===== src/rtl/time_set_ctrl_pkg.sv =====
`default_nettype none
// ============================================================================
// Module   : time_set_ctrl_pkg
// Purpose  : Shared types and BCD limits for the time/alarm set controller.
// Revision : 1.0 - initial release
// ============================================================================
package time_set_ctrl_pkg;

  // Controller states
  typedef enum logic [1:0] {
    IDLE   = 2'd0,
    EDIT_H = 2'd1,
    EDIT_M = 2'd2,
    LOAD   = 2'd3
  } state_t;

  // Which datapath register the session will load
  typedef enum logic {
    TIME  = 1'b0,
    ALARM = 1'b1
  } target_t;

  // BCD wrap points: hours wrap after 23, minutes after 59
  localparam int HOUR_MAX_TENS       = 2;
  localparam int HOUR_MAX_UNITS_AT_2 = 3;
  localparam int MIN_MAX_TENS        = 5;
  localparam int BCD_MAX_DIGIT       = 9;

endpackage
`default_nettype wire


===== src/rtl/time_set_ctrl_bcd_field_inc.sv =====
`default_nettype none
// ============================================================================
// Module   : bcd_field_inc
// Purpose  : Combinational BCD +1 for a tens/units pair with a configurable
//            wrap point (e.g. 23 -> 00 or 59 -> 00).
// Revision : 1.0 - initial release
// ============================================================================
module bcd_field_inc #(
  parameter int TENS_W           = 4,
  parameter int MAX_TENS         = 5,
  parameter int MAX_UNITS_AT_TOP = 9
) (
  input  logic [TENS_W-1:0] tens,
  input  logic [3:0]        units,
  output logic [TENS_W-1:0] tens_next,
  output logic [3:0]        units_next
);

  localparam logic [TENS_W-1:0] TOP_TENS  = TENS_W'(MAX_TENS);
  localparam logic [3:0]        TOP_UNITS = 4'(MAX_UNITS_AT_TOP);
  localparam logic [TENS_W-1:0] TENS_ONE  = TENS_W'(1);

  // Wrap at the top value, carry units 9 into tens, otherwise bump units
  always_comb begin
    tens_next  = tens;
    units_next = units + 4'd1;
    if (tens == TOP_TENS && units == TOP_UNITS) begin
      tens_next  = '0;
      units_next = 4'd0;
    end else if (units == 4'd9) begin
      tens_next  = tens + TENS_ONE;
      units_next = 4'd0;
    end
  end

endmodule
`default_nettype wire


===== src/rtl/time_set_ctrl.sv =====
`default_nettype none
// ============================================================================
// Module   : time_set_ctrl
// Purpose  : Button-driven editor for clock time / alarm. Steps hours then
//            minutes in BCD and holds a load strobe long enough for the
//            datapath's divided 1 s clock to capture it.
// Revision : 1.0 - initial release
// ============================================================================
module time_set_ctrl
  import time_set_ctrl_pkg::*;
#(
  parameter int LD_HOLD = 12,
  parameter int TIMEOUT = 1000
) (
  input  logic       clk,
  input  logic       reset_n,
  input  logic       btn_set_time,
  input  logic       btn_set_alarm,
  input  logic       btn_inc,
  input  logic       btn_next,
  output logic [1:0] H_in1,
  output logic [3:0] H_in0,
  output logic [3:0] M_in1,
  output logic [3:0] M_in0,
  output logic       LD_time,
  output logic       LD_alarm,
  output logic       edit_hour,
  output logic       edit_min,
  output logic       busy
);

  localparam int HOLD_W = $clog2(LD_HOLD + 1);
  localparam int TO_W   = $clog2(TIMEOUT + 1);
  localparam logic [HOLD_W-1:0] HOLD_LAST = HOLD_W'(LD_HOLD - 1);
  localparam logic [TO_W-1:0]   TO_LAST   = TO_W'(TIMEOUT - 1);

  state_t            state;
  target_t           target;
  logic [HOLD_W-1:0] hold_cnt;
  logic [TO_W-1:0]   to_cnt;

  logic prev_set_time, prev_set_alarm, prev_inc, prev_next;
  logic edge_set_time, edge_set_alarm, edge_inc, edge_next;

  logic [1:0] h_tens_next;
  logic [3:0] h_units_next, m_tens_next, m_units_next;

  // Rising-edge detection against last cycle's button levels
  assign edge_set_time  = btn_set_time  & ~prev_set_time;
  assign edge_set_alarm = btn_set_alarm & ~prev_set_alarm;
  assign edge_inc       = btn_inc       & ~prev_inc;
  assign edge_next      = btn_next      & ~prev_next;

  bcd_field_inc #(
    .TENS_W           (2),
    .MAX_TENS         (HOUR_MAX_TENS),
    .MAX_UNITS_AT_TOP (HOUR_MAX_UNITS_AT_2)
  ) u_hour_inc (
    .tens       (H_in1),
    .units      (H_in0),
    .tens_next  (h_tens_next),
    .units_next (h_units_next)
  );

  bcd_field_inc #(
    .TENS_W           (4),
    .MAX_TENS         (MIN_MAX_TENS),
    .MAX_UNITS_AT_TOP (BCD_MAX_DIGIT)
  ) u_min_inc (
    .tens       (M_in1),
    .units      (M_in0),
    .tens_next  (m_tens_next),
    .units_next (m_units_next)
  );

  // Edit-session FSM with registered digits, strobes and status flags
  always_ff @(posedge clk or negedge reset_n) begin
    if (!reset_n) begin
      state          <= IDLE;
      target         <= TIME;
      hold_cnt       <= '0;
      to_cnt         <= '0;
      prev_set_time  <= 1'b1;
      prev_set_alarm <= 1'b1;
      prev_inc       <= 1'b1;
      prev_next      <= 1'b1;
      H_in1          <= 2'd0;
      H_in0          <= 4'd0;
      M_in1          <= 4'd0;
      M_in0          <= 4'd0;
      LD_time        <= 1'b0;
      LD_alarm       <= 1'b0;
      edit_hour      <= 1'b0;
      edit_min       <= 1'b0;
      busy           <= 1'b0;
    end else begin
      prev_set_time  <= btn_set_time;
      prev_set_alarm <= btn_set_alarm;
      prev_inc       <= btn_inc;
      prev_next      <= btn_next;

      case (state)
        IDLE: begin
          // set_time takes priority when both arrive together
          if (edge_set_time || edge_set_alarm) begin
            state     <= EDIT_H;
            target    <= edge_set_time ? TIME : ALARM;
            to_cnt    <= '0;
            edit_hour <= 1'b1;
            busy      <= 1'b1;
          end
        end

        EDIT_H: begin
          if (edge_inc) begin
            H_in1 <= h_tens_next;
            H_in0 <= h_units_next;
          end
          to_cnt <= (edge_inc || edge_next) ? '0 : to_cnt + 1'b1;
          if (edge_next) begin
            state     <= EDIT_M;
            edit_hour <= 1'b0;
            edit_min  <= 1'b1;
          end else if (!edge_inc && to_cnt == TO_LAST) begin
            state     <= IDLE;
            to_cnt    <= '0;
            edit_hour <= 1'b0;
            busy      <= 1'b0;
          end
        end

        EDIT_M: begin
          if (edge_inc) begin
            M_in1 <= m_tens_next;
            M_in0 <= m_units_next;
          end
          to_cnt <= (edge_inc || edge_next) ? '0 : to_cnt + 1'b1;
          if (edge_next) begin
            state    <= LOAD;
            to_cnt   <= '0;
            hold_cnt <= '0;
            edit_min <= 1'b0;
            LD_time  <= (target == TIME);
            LD_alarm <= (target == ALARM);
          end else if (!edge_inc && to_cnt == TO_LAST) begin
            state    <= IDLE;
            to_cnt   <= '0;
            edit_min <= 1'b0;
            busy     <= 1'b0;
          end
        end

        LOAD: begin
          // Strobe was raised on entry; drop it after LD_HOLD cycles
          if (hold_cnt == HOLD_LAST) begin
            state    <= IDLE;
            hold_cnt <= '0;
            LD_time  <= 1'b0;
            LD_alarm <= 1'b0;
            busy     <= 1'b0;
          end else begin
            hold_cnt <= hold_cnt + 1'b1;
          end
        end

        default: begin
          state <= IDLE;
        end
      endcase
    end
  end

endmodule
`default_nettype wire

===== config.mk =====
export PLATFORM = sky130hd
export DESIGN_NAME = time_set_ctrl
export DESIGN_NICKNAME = d
export VERILOG_FILES = /design/src/rtl/time_set_ctrl_pkg.sv /design/src/rtl/time_set_ctrl_bcd_field_inc.sv /design/src/rtl/time_set_ctrl.sv
export SDC_FILE = /design/constraint.sdc
export NUM_CORES = 1
export LEC_CHECK = 0
export CAP_MARGIN = 5
export CORE_MARGIN = 4
export CORE_UTILIZATION = 51
export CTS_CLUSTER_SIZE = 28
export DETAILED_ROUTE_END_ITERATION = 16
export MAX_ROUTING_LAYER = met4
export PLACE_DENSITY = 0.74
export SLEW_MARGIN = 5
export SYNTH_ARGS = -nofsm -noshare
export SYNTH_HDL_FRONTEND = slang
export SYNTH_HIERARCHICAL = 1
export SYNTH_SLANG_ARGS = --single-unit

===== constraint.sdc =====
create_clock -name clk -period 1.6 [get_ports clk]
set_input_delay 0.32 -clock clk [delete_from_list [all_inputs] [get_ports clk]]
set_output_delay 0.32 -clock clk [all_outputs]
set_load 0.005 [all_outputs]

# Word-level counts from Yosys, hierarchy flattened
# Index checks and enable logic that the tools add are counted.
dict set report op_classes {
  addsub 6
  mul 0
  n_div 0
  n_lt_le_gt_ge 0
  n_eq_ne 18
  n_shift 0
  mux 37
  n_bitwise 9
  n_reduce_logical 26
}
# op count
set ops {}
lappend ops {{2-to-1 mux 10 bit} 5}
lappend ops {{2-to-1 mux 4 bit} 8}
lappend ops {{case mux 10 bit (3 select lines)} 1}
lappend ops {{adder 4 x 1 -> 4 bit (second input constant)} 4}
lappend ops {{AND reduction 3 bit} 5}
lappend ops {{2-to-1 mux 2 bit} 7}
lappend ops {{equality test 4 bit (second input constant)} 3}
lappend ops {{AND reduction 2 bit} 6}
lappend ops {{adder 10 x 1 -> 10 bit (second input constant)} 1}
lappend ops {{equality test 10 bit (second input constant)} 1}
lappend ops {{!= test 2 bit (second input constant)} 5}
lappend ops {{nonzero test 2 bit} 5}
lappend ops {{2-to-1 mux 1 bit} 9}
lappend ops {{case mux 1 bit (2 select lines)} 4}
lappend ops {{case mux 2 bit (4 select lines)} 1}
lappend ops {{case mux 4 bit (2 select lines)} 1}
lappend ops {{equality test 2 bit (second input constant)} 3}
lappend ops {{!= test 3 bit (second input constant)} 2}
lappend ops {{NOT 1 bit} 5}
lappend ops {{bitwise AND 1 bit} 4}
lappend ops {{equality test 4 x 2 -> 1 bit (second input constant)} 1}
lappend ops {{equality test 4 x 3 -> 1 bit (second input constant)} 1}
lappend ops {{AND reduction 4 bit} 1}
lappend ops {{logical AND 1 bit} 3}
lappend ops {{other kinds (9)} 10}
dict set report word_totals {
  ff_bits 40
  latch_bits 0
  ramBits 0
  romBits 0
  in_bits 6
  out_inout_bits 19
  mem_count 0
}

# Depth between registers and ports, before layout
# Gate-level depths: netlist of run 1.
dict set report depth {
  depth_word 7
  mapped_depth 7
  ltp_nobuf 6
}

# By module
# Netlist of run 1, hierarchy kept.
# module instances cells_per_inst area_each_um2
set modules_own_cells {}
lappend modules_own_cells {time_set_ctrl 1 198 2070.7}
lappend modules_own_cells {{bcd_field_inc at u_min_inc} 1 26 217.7}
lappend modules_own_cells {{bcd_field_inc at u_hour_inc} 1 24 171.4}

# Worst setup path after synthesis of run 1
# OpenSTA, ideal clock, no wires.
dict set report synth_timing {
  kind {reg-to-reg}
  start {reg state[0]}
  end {reg to_cnt[2]}
  arrival_ns 1.682
  required_ns 1.496
  path_slack_ns -0.186
  stages_incl_launch_ff 8
  cell_sequence {dfrtp_1 > inv_1 > ha_1 > clkbuf_1 > o21ai_0 > nor3_4 > nand3_2 > o311ai_1}
}
dict set report synth_via {
  elab_chain_len 3
  elab_cells_between_ends 7
}
# element line
set synth_rtl {}
lappend synth_rtl {{from (decl)} time_set_ctrl.sv:37} ;# state_t state;
lappend synth_rtl {{from (signal assigned)} time_set_ctrl.sv:79} ;# state <= IDLE;
lappend synth_rtl {{from (signal assigned)} time_set_ctrl.sv:106} ;# state <= EDIT_H;
lappend synth_rtl {{from (signal assigned)} time_set_ctrl.sv:121} ;# state <= EDIT_M;
lappend synth_rtl {{equality test 2 bit (tied with other cells)} time_set_ctrl.sv:102} ;# case (state)
lappend synth_rtl {{nonzero test 3 bit (no line) / != test 2 bit (equally long branches)} n/a}
lappend synth_rtl {{AND reduction 2 bit (no line)} n/a}
lappend synth_rtl {{to (signal assigned)} time_set_ctrl.sv:119} ;# to_cnt <= (edge_inc || edge_next) ? '0 : to_cnt + 1'b1;
lappend synth_rtl {{to (signal assigned)} time_set_ctrl.sv:137} ;# to_cnt <= (edge_inc || edge_next) ? '0 : to_cnt + 1'b1;
lappend synth_rtl {{to (decl)} time_set_ctrl.sv:40} ;# logic [TO_W-1:0] to_cnt;
# Parallel ways exist; a longest one is shown, timed or not.
# A chain may end at the register's enable or synchronous reset.

# Final worst setup path of run 1
dict set report layout_timing {
  start {reg to_cnt[8]}
  end {reg to_cnt[5]}
}
dict set report layout_via {
  elab_chain_len 5
  elab_cells_between_ends 6
}
# element line
set layout_rtl {}
lappend layout_rtl {{equality test 10 bit (*)} {time_set_ctrl.sv:124, time_set_ctrl.sv:145}}
lappend layout_rtl {{logical AND 1 bit (*)} {time_set_ctrl.sv:124, time_set_ctrl.sv:145}}
lappend layout_rtl {{2-to-1 mux 10 bit (*)} {time_set_ctrl.sv:124, time_set_ctrl.sv:145}}
lappend layout_rtl {{2-to-1 mux 10 bit, on equally long branches} {time_set_ctrl.sv:138, time_set_ctrl.sv:120}}
lappend layout_rtl {{case mux 10 bit (3 select lines) (*)} time_set_ctrl.sv:102}
# Mark *: on every way between the ends. The rest lies on a longest branch, timed or not.

==> results by group, run 1 <==
Outcome
  – Status: complete, but fails checks
  – Violated checks: setup timing

Die
  – Die X: 77.45 microns
  – Initial Util: between 50% and 60%
  – Die H: 77.45 microns
  – Rows: 25
  – Die Area: 5999 sq um
  – Core area: between 4000 and 5000 sq um
  – # IOs: 25

Synth
  – Syn avg cell area: 9.919 sq um
  – Register area share after synthesis: 40.90%
  – Synth area leaders: dfrtp_1 37%, ha_1 7.1%, mux2_2 6.4%, dfstp_2 4.3%, nand2_1 3.1%
  – Ys Warns: 6
  – #FFs+latches synth: 40
  – Syn Inst Count: 248
  – Top FF cell, synth: dfrtp_1
  – FFs w/ async S/R, synth: 100.0%
  – Largest area contributor in the netlist: dfrtp_1
  – Syn Std Cell Area: roughly 2500 sq um
  – Share of the synthesized area in the top cell type: a little over a third
  – Syn Nets: approximately 270
  – Post-synth EDFFs: 0
  – Unique cell type count in the Yosys netlist: about 50

Routing
  – DR pass1 iterations: 4
  – Via count: ~2.2k
  – Routed wire per std cell: 15.70 microns
  – DR vias/cell: 5.695
  – Residual DRC: 0
  – DRT iter0 DRCs: a little under 80
  – Routed Antenna Nets: 0
  – Detailed Route WL: around 6.2 mm

Critical path
  – Crit path DAT: about 1800 ps
  – Crit end category: register
  – Worst Path Required: ~1800 ps
  – Worst setup SP type: register
  – Family with the most delay on the worst path: simple AND/OR/NAND/NOR gates
  – Crit Path Category: reg -> reg
  – Slowest stage delay, CP: between 600 and 700 ps
  – CP cell instances: nand4_1 > or4_4 > nand3_4 > o22ai_1
  – Crit-path max FO: 8
  – Crit path max-delay cell type: or4_4
  – Bufs and invs on worst path: 0

STA
  – Count of final setup violators: 9
  – Final worst path period need: 1662 ps
  – RSZ-0062 raised after global routing: true
  – Final hold viol count: 0
  – Clock skew: around 9.6 ps
  – Least-Margin Pin Slew: ~380 ps
  – Slew Limit Fails: 0
  – Peak Freq: 601.8 MHz
  – Worst slew margin: 74.37%
  – Worst Slack Setup Final: -61.70 ps
  – Period utilization: 103.9%

Cells and area
  – Final core occ: around three quarters
  – Fillers: 328
  – Sequential cell area: 1011 sq um
  – Final Non-Filler Cells: between 300 and 400
  – Share of post-route cells with drive strength above 1: a little under two fifths
  – Final net count: about 360
  – Multi-input gate area: about 1500 sq um
  – Diodes inserted: 0
  – Post-route cell area: 3530 sq um
  – Synth-to-layout area growth: 43.49%

Clock tree
  – CTS clk-pin slew, worst paths: 80 ps
  – Max clock buf depth: 2
  – Clk sink count: 40
  – Cell chosen for the clock root: clkbuf_8
  – Clock Latency Late Sink: 300 ps
  – CTS tree: done
  – TritonCTS Buffers: 5
  – H-tree levels: 2

GRT
  – Initial antenna violation count: 0
  – Vias in the first global route: about 2.2k
  – Global-route wire length before repair: 9.984 mm
  – Global route overflow: 0
  – Largest net degree at the start of global routing: 27
  – Gr usage total: 21.23%

Run
  – Max-Cap Viols: 0

Power
  – Static leakage: ~1.6 nW
  – VDD IR max: around 0.6 mV
  – Power Dens Cells: approximately 1400 nW/um^2

Worst hold path
  – Hold/Removal Path Class: in -> async

Place
  – IO buf count: 24
  – Hpwl dp: 4.057 mm
  – Placed Instances: 364
  – Placer Congestion: roughly 0.86
  – Cell area after placement: between 3000 and 4000 sq um
[metal layers]
metal	vias up	GRT usage, %	wire length [microns]
li1	1102	-	-
met1	1083	25.69	2722
met2	52	35.32	3144
met3	7	4.408	236
met4	0	7.295	81
met5	-	-	0
[cells in the mapped netlist (all sizes together) (2+ instances only)]
master,number
nand2,20
nor2,11
mux2i,5
nand3,12
nand3b,5
nand2b,7
a21o,2
and3,3
dfrtp,36
o2bb2ai,2
a32oi,4
nor4,2
nand4,7
o22ai,6
ha,14
mux2,15
a32o,3
o31ai,3
a22o,7
dfstp,4
a31oi,5
a21oi,10
nor2b,10
xnor2,4
inv,14
o21ai,11
clkbuf,7
buf,3
[layout make-up]
cell class	count	share of cell area, %
Clock buffer	5	1.950
Clock inverter	3	1.205
Inverter	14	1.489
Multi-Input combinational cell	185	42.40
Sequential cell	40	28.64
Tap cell	54	1.914
Timing Repair Buffer	93	22.40
[report_power, final]
| part | switching [mW] | internal [mW] | total [mW] | leakage [nW] |
|---|---|---|---|---|
| combinational | 1.24 | 1.47 | 2.71 | 1.05 |
| clock | 0.383 | 0.462 | 0.845 | 0.0541 |
| sequential | 0.198 | 1.26 | 1.45 | 0.507 |
[through the flow]
stage / total power, mW / worst slack, ps / TNS [ps] / hold slack, ps
floorplan: 2.839 / -80.42 / -393.9 / 24.41
detailed placement: 3.872 / -372.7 / -7679 / 260.0
global route: 5.378 / -132.4 / -1453 / 442.7
CTS: 4.722 / -48.25 / -263.6 / 454.6
finish: 5.008 / -61.70 / -322.6 / 457.8
global placement: 3.780 / -308.7 / -5913 / 252.4
[cells by family (layout without fill, tap and decap cells)]
logic type,count (synthesis),after routing,share of synthesized area (%)
compound gates,64,64,18.36
xor+xnor,4,4,1.424
fa+ha+maj,14,14,7.121
buf+inv,24,115,4.273
flops,40,40,40.90
mux,20,20,9.054
simple gates,82,83,18.87
[worst reg2reg max path, stage by stage (launching register included)]
cell and delay (ps):
dfrtp_1 370, nand4_1 230, or4_4 640, nand3_4 180
o22ai_1 120
[registers in the layout (all words and copies together) (netlist names)]
signal and count:
edit_min 1, busy 1, H_in1 2, hold_cnt 4
prev_set_time 1, M_in0 4, H_in0 4, LD_alarm 1
M_in1 4, to_cnt 10, prev_set_alarm 1, state 2
prev_next 1, prev_inc 1, edit_hour 1, LD_time 1
target 1
[placed cells by master, fill, tap and decap left out, types with 8 or more instances in the layout]
cell type / instances
inv_1: 13
buf_4: 61
nor2_1: 11
clkdlybuf4s50_1: 17
mux2_2: 14
nand2_1: 19
a21oi_1: 8
nor2b_1: 8
nand3_1: 11
dfrtp_1: 32
ha_1: 8
[what timing repair did]
item	4_1_cts	5_1_grt
endpoints found under the hold margin	10	0
hold buffers	1	0
buffers inserted	5	15
pin swaps	7	7
gates cloned	1	0
gates resized for setup	17	22
endpoints found under the setup margin	29	38
[path summary, 6_finish.rpt]
| check | startpoint | end | slack (ps) | cells past startpoint |
|---|---|---|---|---|
| worst max-delay path | to_cnt[8]$_DFFE_PN0P_ | to_cnt[5]$_DFFE_PN0P_ | -60 | 4 |
| worst min-delay path | reset_n | LD_time$_DFFE_PN0P_ | 460 | 2 |
| worst max register to register | to_cnt[8]$_DFFE_PN0P_ | to_cnt[5]$_DFFE_PN0P_ | -60 | 4 |
| worst min register to register | M_in1[2]$_DFFE_PN0P_ | M_in1[2]$_DFFE_PN0P_ | 540 | 1 |
| max in group asynchronous | reset_n | H_in0[0]$_DFFE_PN0P_ | 640 | 3 |
| min in group clk | btn_set_alarm | prev_set_alarm$_DFF_PN1_ | 460 | 1 |
No activity file was read; power rests on OpenSTA's default activity.
==> run 2, diff against run 1 <==
CAP_MARGIN = unset   (was 5)
==> results of run 2 <==
No change in the layout: final DEF, timing and power equal those of run 1.
==> run 3, diff against run 2 <==
CORE_UTILIZATION = 57   (was 51)
DONT_BUFFER_PORTS = 1   (was unset)
GPL_TIMING_DRIVEN = 0   (was unset)
PLACE_DENSITY = 0.73   (was 0.74)
==> run 3 against run 2 <==
  * The run still ends with setup timing left
  * Design area fell by 11%
  * First-iteration DRC count rose by 31%
  * Sequential power rose by 8%
  * Die area fell by 9.5%
  * Critical path type unchanged
  * Largest cell class unchanged
  * Largest power group unchanged
==> results by group, run 3 (synthesis gave the netlist of run 1 again) <==
Clock tree
  – CTS tree: done
  – H-tree levels: 2 (unchanged)
  – Cell chosen for the clock root: clkbuf_8
  – Clock Latency Late Sink: 290 ps (about the same)
  – Clk sink count: 40 (unchanged)
  – Max clock buf depth: 2 (unchanged)
  – TritonCTS Buffers: 5 (unchanged)
  – CTS clk-pin slew, worst paths: 70 ps (about the same)

Die
  – Initial Util: 60.20% (+7.8 points)
  – Die Area: 5430 sq um (-9.5%)
  – Rows: 23 (-8.0%)
  – Die X: 73.69 microns (-4.9%)
  – Core area: 4086 sq um (-13%)
  – # IOs: 25 (unchanged)
  – Die H: 73.69 microns (-4.9%)

STA
  – Final worst path period need: 1722 ps (+60.65 ps)
  – RSZ-0062 raised after global routing: true
  – Worst slew margin: 67.33% (-7.0 points)
  – Setup TNS: -1265 ps (-941.9 ps)
  – Period utilization: 107.6% (+3.8 points)
  – Peak Freq: 580.6 MHz (-3.5%)
  – Clock skew: 5.820 ps (-3.788 ps)
  – Slew Limit Fails: 0 (unchanged)
  – Final hold viol count: 0 (unchanged)
  – Worst Slack Setup Final: -122.4 ps (-60.65 ps)
  – Least-Margin Pin Slew: 487.9 ps (+103.5 ps)
  – Count of final setup violators: 18 (+9)

Power
  – VDD IR max: 0.7393 mV (+23%)
  – Static leakage: 1.305 nW (-19%)
  – Power Dens Cells: 1474 nW/um^2 (+3.9%)

GRT
  – GR met1 Demand/Resource: 27.04% (+1.3 points)
  – Met2 usage: 33.86% (-1.5 points)
  – Global route overflow: 0 (unchanged)
  – Gr usage total: 21.45% (+0.23 points)
  – GRT Max-Usage Layer: met2
  – Grt met3 use: 4.378% (-0.031 points)
  – Largest net degree at the start of global routing: 41 (+52%)
  – Initial antenna violation count: 0 (unchanged)
  – Global-route wire length before repair: 8.949 mm (-10%)
  – Vias in the first global route: 1,965 (-9.4%)

Cells and area
  – Fillers: 263 (-20%)
  – Final net count: 302 (-16%)
  – Share of post-route cells with drive strength above 1: 36.52% (-0.83 points)
  – Final Non-Filler Cells: 332 (-16%)
  – Largest Register: to_cnt
  – Diodes inserted: 0 (unchanged)
  – Synth-to-layout area growth: 27.62%
  – Most frequent cells in the layout: 30 x dfrtp_1, 26 x buf_4, 19 x nand2_1
  – Final core occ: 76.82% (+1.6 points)
  – Commonest non-fill, non-tap cell in the layout: dfrtp_1
  – Number of flip-flops in the largest register: 10 (unchanged)

Routing
  – DR vias/cell: 6.108 (+7.3%)
  – Residual DRC: 0 (unchanged)
  – Routed wire per std cell: 16.72 microns (+6.5%)
  – Detailed Route WL: 5.552 mm (-10%)
  – DR pass1 iterations: 4 (unchanged)
  – DRT iter0 DRCs: 101 (+31%)
  – Via count: 2,028 (-9.6%)
  – Routed Antenna Nets: 0 (unchanged)

Critical path
  – Slowest stage delay, CP: 680 ps (+40 ps)
  – Reg2reg start: to_cnt[8]$_DFFE_PN0P_
  – Worst Path Required: 1770 ps (about the same)
  – CP cell instances: nand4_1 > or4_4 > nand3_4 > o311ai_1
  – Worst setup SP type: register
  – Crit path max-delay cell type: or4_4
  – Crit Path Category: reg -> reg
  – Crit end category: register
  – Crit path launch: to_cnt[8]$_DFFE_PN0P_
  – Crit path DAT: 1890 ps (+50 ps)
  – Crit-path max FO: 8 (unchanged)

Outcome
  – Violated checks: setup timing
  – Status: complete, but fails checks

Place
  – Placed Instances: 298 (-18%)
  – Placer Congestion: 0.8265 (-3.7%)
  – IO buf count: 0 (-100%)
  – Hpwl dp: 3.193 mm (-21%)

Worst hold path
  – Hold/Removal Path Class: in -> reg
  – Hold Crit Start: btn_inc

Run
  – Max-Cap Viols: 0 (unchanged)
run 3: cell count changes in the layout (fill, tap and decap cells not counted), sizes merged:
cell and change:
clkdlybuf4s50 -17, dlygate4sd2 -4, clkinvlp -1, clkbuf +3, bufinv -1, dlygate4sd3 +2
dlymetal6s2s -2, buf -38
run 3: stage by stage:
step                      hold WS (ps)  setup WS (ps)  power (mW)  area (sq um)
after floorplan                  24.41         -80.42       2.839          2494
after detailed placement         25.42         -363.1       3.152          2556
after global routing             2.165         -196.0       4.979          3139
after CTS                        10.04         -124.1       4.189          2900
final                            18.24         -122.4       4.626          3139
after global placement           25.27         -366.3       3.126          2556
run 3: cell type report:
cell class / count / area [sq um] / share of cell area, %
buffer: 5 / 43.79 / 1.395
clock buffer: 6 / 72.57 / 2.312
sequential: 40 / 1013 / 32.28
tap: 50 / 62.56 / 1.993
inverter: 14 / 52.55 / 1.674
multi-input combinational: 185 / 1629 / 51.89
clock inverter: 1 / 5.005 / 0.1594
timing repair buffer: 31 / 260.3 / 8.290
run 3: worst max-delay path: cells and delay by family, from the launching register on:
kind	cells	cell delay [ps]
AO/OA/AOI/OAI	1	120
AND/OR/NAND/NOR	3	1100
flip-flops	1	380
run 3: path summary, 6_finish.rpt:
check,slack (ps),end,depth (start not counted)
worst max register to register,-120,to_cnt[2]$_DFFE_PN0P_,4
worst min register to register,540,target$_DFFE_PN0P_,1
max in group asynchronous,840,prev_inc$_DFF_PN1_,2
worst min-delay path,20,prev_inc$_DFF_PN1_,0
min in group asynchronous,500,hold_cnt[2]$_DFFE_PN0P_,2
worst max-delay path,-120,to_cnt[2]$_DFFE_PN0P_,4
run 3: power by group:
group	total [mW]	switching, mW	leakage, nW	internal [mW]
combinational	2.43	1.17	0.760	1.26
sequential	1.57	0.318	0.504	1.26
clock	0.627	0.330	0.0410	0.296
run 3: what timing repair did:
| action | CTS | global route |
|---|---|---|
| buffers inserted | 15 | 12 |
| endpoints found under the hold margin | 40 | 2 |
| setup endpoints to repair | 26 | 28 |
| gates cloned | 1 | 0 |
| hold buffers | 2 | 2 |
| resized for setup | 24 | 36 |
| pin swaps | 11 | 18 |
run 3: metal layers:
layer	wire, microns	part of all wire [%]	vias to the layer above
met1	2446	44	994
met3	213	3.8	7
met4	68	1.2	0
met2	2824	51	41
met5	0	0	-
li1	-	-	986
